**src/rtl/servo_pwm_multi.sv**
```systemverilog
// Multi-channel hobby-servo PWM generator with shadowed pulse widths,
// clamped channel targets and an optional per-period slew limit.
module servo_pwm_multi #(
    parameter int CHANNELS  = 4,
    parameter int CNT_W     = 32,
    parameter int PERIOD    = 1000000,
    parameter int MIN_PULSE = 50000,
    parameter int MAX_PULSE = 100000,
    parameter int STEP      = 0,
    localparam int CH_W     = (CHANNELS > 1) ? $clog2(CHANNELS) : 1
) (
    input  logic                clock_clk,
    input  logic                reset_low,
    input  logic                enable,
    input  logic                wr_en,
    input  logic [CH_W-1:0]     wr_ch,
    input  logic [CNT_W-1:0]    wr_pulse,
    output logic [CHANNELS-1:0] pwm_out,
    output logic [CHANNELS-1:0] at_target,
    output logic                period_start,
    output logic                high,
    output logic                gnd
);

    localparam logic [CNT_W-1:0] LAST   = CNT_W'(PERIOD - 1);
    localparam logic [CNT_W-1:0] MIN_P  = CNT_W'(MIN_PULSE);
    localparam logic [CNT_W-1:0] MAX_P  = CNT_W'(MAX_PULSE);
    localparam logic [CNT_W-1:0] MID_P  = CNT_W'((MIN_PULSE + MAX_PULSE) / 2);
    localparam logic [CNT_W-1:0] STEP_W = CNT_W'(STEP);

    logic [CNT_W-1:0] cnt;
    logic [CNT_W-1:0] target [CHANNELS];
    logic [CNT_W-1:0] active [CHANNELS];
    logic             update;

    function automatic logic [CNT_W-1:0] clamp_pulse(input logic [CNT_W-1:0] p);
        if (p < MIN_P)
            return MIN_P;
        if (p > MAX_P)
            return MAX_P;
        return p;
    endfunction

    // Distance is compared before stepping so the result never passes the target.
    function automatic logic [CNT_W-1:0] slew(input logic [CNT_W-1:0] act,
                                              input logic [CNT_W-1:0] tgt);
        if (STEP == 0)
            return tgt;
        if (tgt > act)
            return ((tgt - act) > STEP_W) ? act + STEP_W : tgt;
        return ((act - tgt) > STEP_W) ? act - STEP_W : tgt;
    endfunction

    assign high   = 1'b1;
    assign gnd    = 1'b0;
    assign update = !enable || (cnt == LAST);

    always_ff @(posedge clock_clk or negedge reset_low) begin
        if (!reset_low) begin
            cnt          <= '0;
            pwm_out      <= '0;
            period_start <= 1'b0;
            for (int n = 0; n < CHANNELS; n++) begin
                target[n] <= MID_P;
                active[n] <= MID_P;
            end
        end else begin
            if (!enable || cnt == LAST)
                cnt <= '0;
            else
                cnt <= cnt + CNT_W'(1);

            period_start <= enable && (cnt == '0);

            for (int n = 0; n < CHANNELS; n++) begin
                pwm_out[n] <= enable && (cnt < active[n]);
                if (update)
                    active[n] <= slew(active[n], target[n]);
                if (wr_en && int'(wr_ch) == n)
                    target[n] <= clamp_pulse(wr_pulse);
            end
        end
    end

    always_comb begin
        at_target = '0;
        for (int n = 0; n < CHANNELS; n++)
            at_target[n] = (active[n] == target[n]);
    end

endmodule

```
**config.mk**
```make
export PLATFORM = sky130hd
export DESIGN_NAME = servo_pwm_multi
export DESIGN_NICKNAME = d
export VERILOG_FILES = /design/src/rtl/servo_pwm_multi.sv
export SDC_FILE = /design/constraint.sdc
export NUM_CORES = 1
export LEC_CHECK = 0
export ABC_AREA = 1
export BUFFER_PORTS_ARGS = -buffer_cell sky130_fd_sc_hd__clkbuf_2
export CAP_MARGIN = 25
export CORE_ASPECT_RATIO = 1.2
export CORE_MARGIN = 2
export CORE_UTILIZATION = 42
export DETAILED_ROUTE_END_ITERATION = 10
export PLACE_DENSITY = 0.64
export SLEW_MARGIN = 20
export SYNTH_ARGS = -nofsm -noshare
export SYNTH_HDL_FRONTEND = slang
export SYNTH_SLANG_ARGS = --single-unit
```
**constraint.sdc**
```tcl
create_clock -name clock_clk -period 2.5 [get_ports clock_clk]
set_input_delay 0.5 -clock clock_clk [delete_from_list [all_inputs] [get_ports clock_clk]]
set_output_delay 0.5 -clock clock_clk [all_outputs]
set_load 0.01 [all_outputs]
```
==> metrics.md <==
| Metric | Value |
|---|---|
| Sequential element share of the synthesized area | `between 40% and 50%` |
| Worst slack at placement | `around 0.11 ns` |
| Die W | `around 190 um` |
| Max Fanout on Critical Path | `3` |
| Initial drt markers | `about 940` |
| WP data required | `approximately 2 ns` |
| # IOs | `49` |
| Initial antenna violation count | `0` |
| Clock Latency Late Sink | `around 0.53 ns` |
| Max-cap violations | `0` |
| Num rows | `80` |
| Crit. End Element | `primary output` |
| Vias in the first global route | `about 14000` |
| Total clock sinks | `slightly below 300` |
| Min-Delay Path Class | `primary input to flop` |
| Status | `complete, but fails checks` |
| Post-route minimum period | `2.750 ns` |
| Total core area | `roughly 40000 um2` |
| Via count | `between 10000 and 15000` |
| Unique masters post-synth | `35` |
| Footprint of the multi-input gates | `a little over 8000 um2` |
| Total of warnings raised by yosys | `0` |
| Worst VDD drop | `between 0.3 and 0.4 mV` |
| RR Startpoint | `cnt[7]$_DFF_PN0_` |
| Crit path kind | `flop to primary output` |
| Overflow after GRT | `0` |
| Pre-antenna DRT Iters | `5` |
| Max Clock Freq | `around 360 MHz` |
| Syn_area_per_cell | `7.841 um2` |
| DR WL/cell | `16.33 um` |
| Final hold vios | `0` |
| Syn-to-layout area delta | `14.86%` |
| Reg area | `7412 um2` |
| Share of layout cells above drive strength 1 | `11.67%` |
| P_leak | `slightly above 10 nW` |
| Vias/cell | `5.118` |
| Total Routing Usage GR | `approximately 23%` |
| Root Buffer | `clkbuf_16` |
| CTS tree | `done` |
| Fill cells | `3906` |
| Register bit total from synthesis | `293` |
| Post-Syn Area | `around 17000 um2` |
| Worst Skew | `roughly 0.012 ns` |
| HPWL Detailed | `between 30 and 40 mm` |
| Synth Net Count | `around 2300` |
| Slew headroom | `around three fifths` |
| Initial core utilization | `roughly 43%` |
| Slew Viols, Final | `0` |
| Antenna Cells | `0` |
| DRC | `0` |
| Routed Antenna Nets | `0` |
| Critical path origin | `active[99]$_DFFE_PN1N_` |
| Global-route wire length before repair | `around 76 mm` |
| Clk slew on worst S/H paths | `~0.06 ns` |
| Gate Count Post-Synth | `2162` |
| CTS buffer count | `34` |
| Hold slack | `0.2810 ns` |
| GPL Wtd Cong | `around 0.9` |
| Final Cycle Share | `110.0%` |
| Worst Slack Setup Final | `-0.2500 ns` |
| Clock Path Buffers | `3` |
| Startpoint types | `flop` |
| Layout net count | `2400` |
| Setup violators final | `1` |
| Die height | `around 220 um` |
| Failing checks | `setup timing` |
| Largest net degree at the start of global routing | `between 60 and 70` |
| RSZ-0062 raised after global routing | `yes` |
| Worst-margin pin slew | `slightly above 0.6 ns` |
| IO Port Bufs | `between 40 and 50` |
| CTS HTree Levels | `2` |
| CP arrival | `2.25 ns` |
| Hold Path Origin | `wr_pulse[3]` |
| Drt total wl | `approximately 46 mm` |
| Full die area | `41990 um2` |
| Power Density | `579.3 nW/um2` |
[final timing paths]
check,slack (ns),endpoint,cells after the start
setup / recovery,-0.25,at_target[0],7
hold / removal,0.28,target[67]$_DFFE_PN1P_,3
setup reg to reg,0.43,cnt[27]$_DFF_PN0_,7
hold reg to reg,0.47,active[70]$_DFFE_PN1N_,2
max in group asynchronous,1.21,active[84]$_DFFE_PN0N_,4
min in group asynchronous,0.53,active[2]$_DFFE_PN0N_,2
[cells by family (layout without fill, tap and decap cells)]
kind of cell	after synthesis	count (layout)	share of synthesized area, %
compound gates	92	92	2.893
xor+xnor	126	126	6.510
fa+ha+maj	126	126	9.300
buf+inv	350	450	8.185
flops	293	293	43.72
other cells	2	2	0.04430
simple gates	1173	1173	29.35
[registers in the layout, indices dropped and copies added (netlist names)]
register / cells
active: 128
cnt: 32
period_start: 1
pwm_out: 4
target: 128
[cell type report]
class	count	area share (%)
Clock inverter	5	0.5140
Multi-Input combinational cell	1519	42.64
Sequential cell	293	38.06
Inverter	277	5.340
Timing Repair Buffer	111	4.569
Clock buffer	57	5.449
Tap cell	533	3.425
[through the flow]
step / std cells / setup TNS [ns] / area, um2 / power [mW] / util, %
2_1_floorplan: 2162 / 0 / 16950 / 5.665 / -
6_report: 2795 / -0.2500 / 19470 / 11.28 / 48.88
3_3_place_gp: 2726 / 0 / 18130 / 6.078 / 45.52
4_1_cts: 2790 / -0.2161 / 19390 / 11.37 / 48.68
5_1_grt: 2795 / -0.4323 / 19470 / 11.73 / 48.88
3_5_place_dp: 2726 / 0 / 18130 / 6.103 / 45.52
[cells in the final DEF, fill, tap and decap left out, types with 35 or more instances in the layout]
master | synthesis | routed
inv_1 | 271 | 270
dfstp_2 | 64 | 64
xor2_1 | 47 | 46
nand4_1 | 62 | 62
dfrtp_1 | 229 | 229
nor3_1 | 38 | 35
ha_1 | 126 | 126
nor2_1 | 172 | 167
xnor2_1 | 79 | 79
clkbuf_16 | 0 | 37
a21oi_1 | 61 | 60
nand3_1 | 190 | 186
clkbuf_2 | 0 | 41
buf_4 | 12 | 53
nand2_1 | 674 | 672
[routing by layer]
metal	global-route usage [%]	vias to the layer above	routed length, um
met1	27.20	6823	19200
met4	9.906	0	2090
met3	2.710	122	1927
met2	40.36	375	22430
li1	-	6985	-
met5	0	-	0
[worst max-delay path, cell delays in order, from the launching register on]
cell,delay (ns)
dfstp_2,0.55
xnor2_1,0.11
nand3_1,0.15
nor4_4,0.38
nand2_1,0.13
nor2_2,0.13
buf_4,0.15
clkbuf_2,0.13
[what timing repair did]
action	CTS	global route
setup endpoints to repair	4	4
hold endpoints to repair	24	0
hold buffers	1	0
buffers inserted	1	5
pin swaps	4	12
resized for setup	18	10
[report_power, final]
| part | switching, mW | internal [mW] |
|---|---|---|
| logic | 0.655 | 0.372 |
| clock network | 2.00 | 3.20 |
| registers | 0.126 | 4.93 |
| total | 2.78 | 8.50 |
[synthesized netlist by cell type]
cell type / n / share of area, %
buf_1: 7 / 0.16
nand3_1: 190 / 5.6
nor2_1: 172 / 3.8
buf_2: 23 / 0.68
nand2_1: 674 / 15
ha_1: 126 / 9.3
nor4_2: 2 / 0.15
nor4_1: 13 / 0.48
a21o_1: 1 / 0.044
nand2b_1: 1 / 0.037
dfrtp_1: 229 / 34
o22ai_1: 2 / 0.074
a21oi_1: 61 / 1.8
xor2_1: 47 / 2.4
o2111a_1: 1 / 0.066
buf_4: 12 / 0.53
nor3_2: 5 / 0.30
or2_2: 11 / 0.41
nor3_1: 38 / 1.1
nand3b_1: 2 / 0.089
conb_1: 2 / 0.044
o21bai_1: 1 / 0.044
dfstp_2: 64 / 9.9
o2111ai_1: 1 / 0.052
inv_1: 271 / 6.0
nand4_1: 62 / 2.3
xnor2_1: 79 / 4.1
inv_2: 4 / 0.089
o31ai_1: 1 / 0.044
clkbuf_1: 31 / 0.69
nor4b_1: 1 / 0.052
nor3b_1: 2 / 0.089
clkinv_1: 2 / 0.044
o21ai_0: 20 / 0.59
o21a_1: 4 / 0.18
No activity file was read; power rests on OpenSTA's default activity.
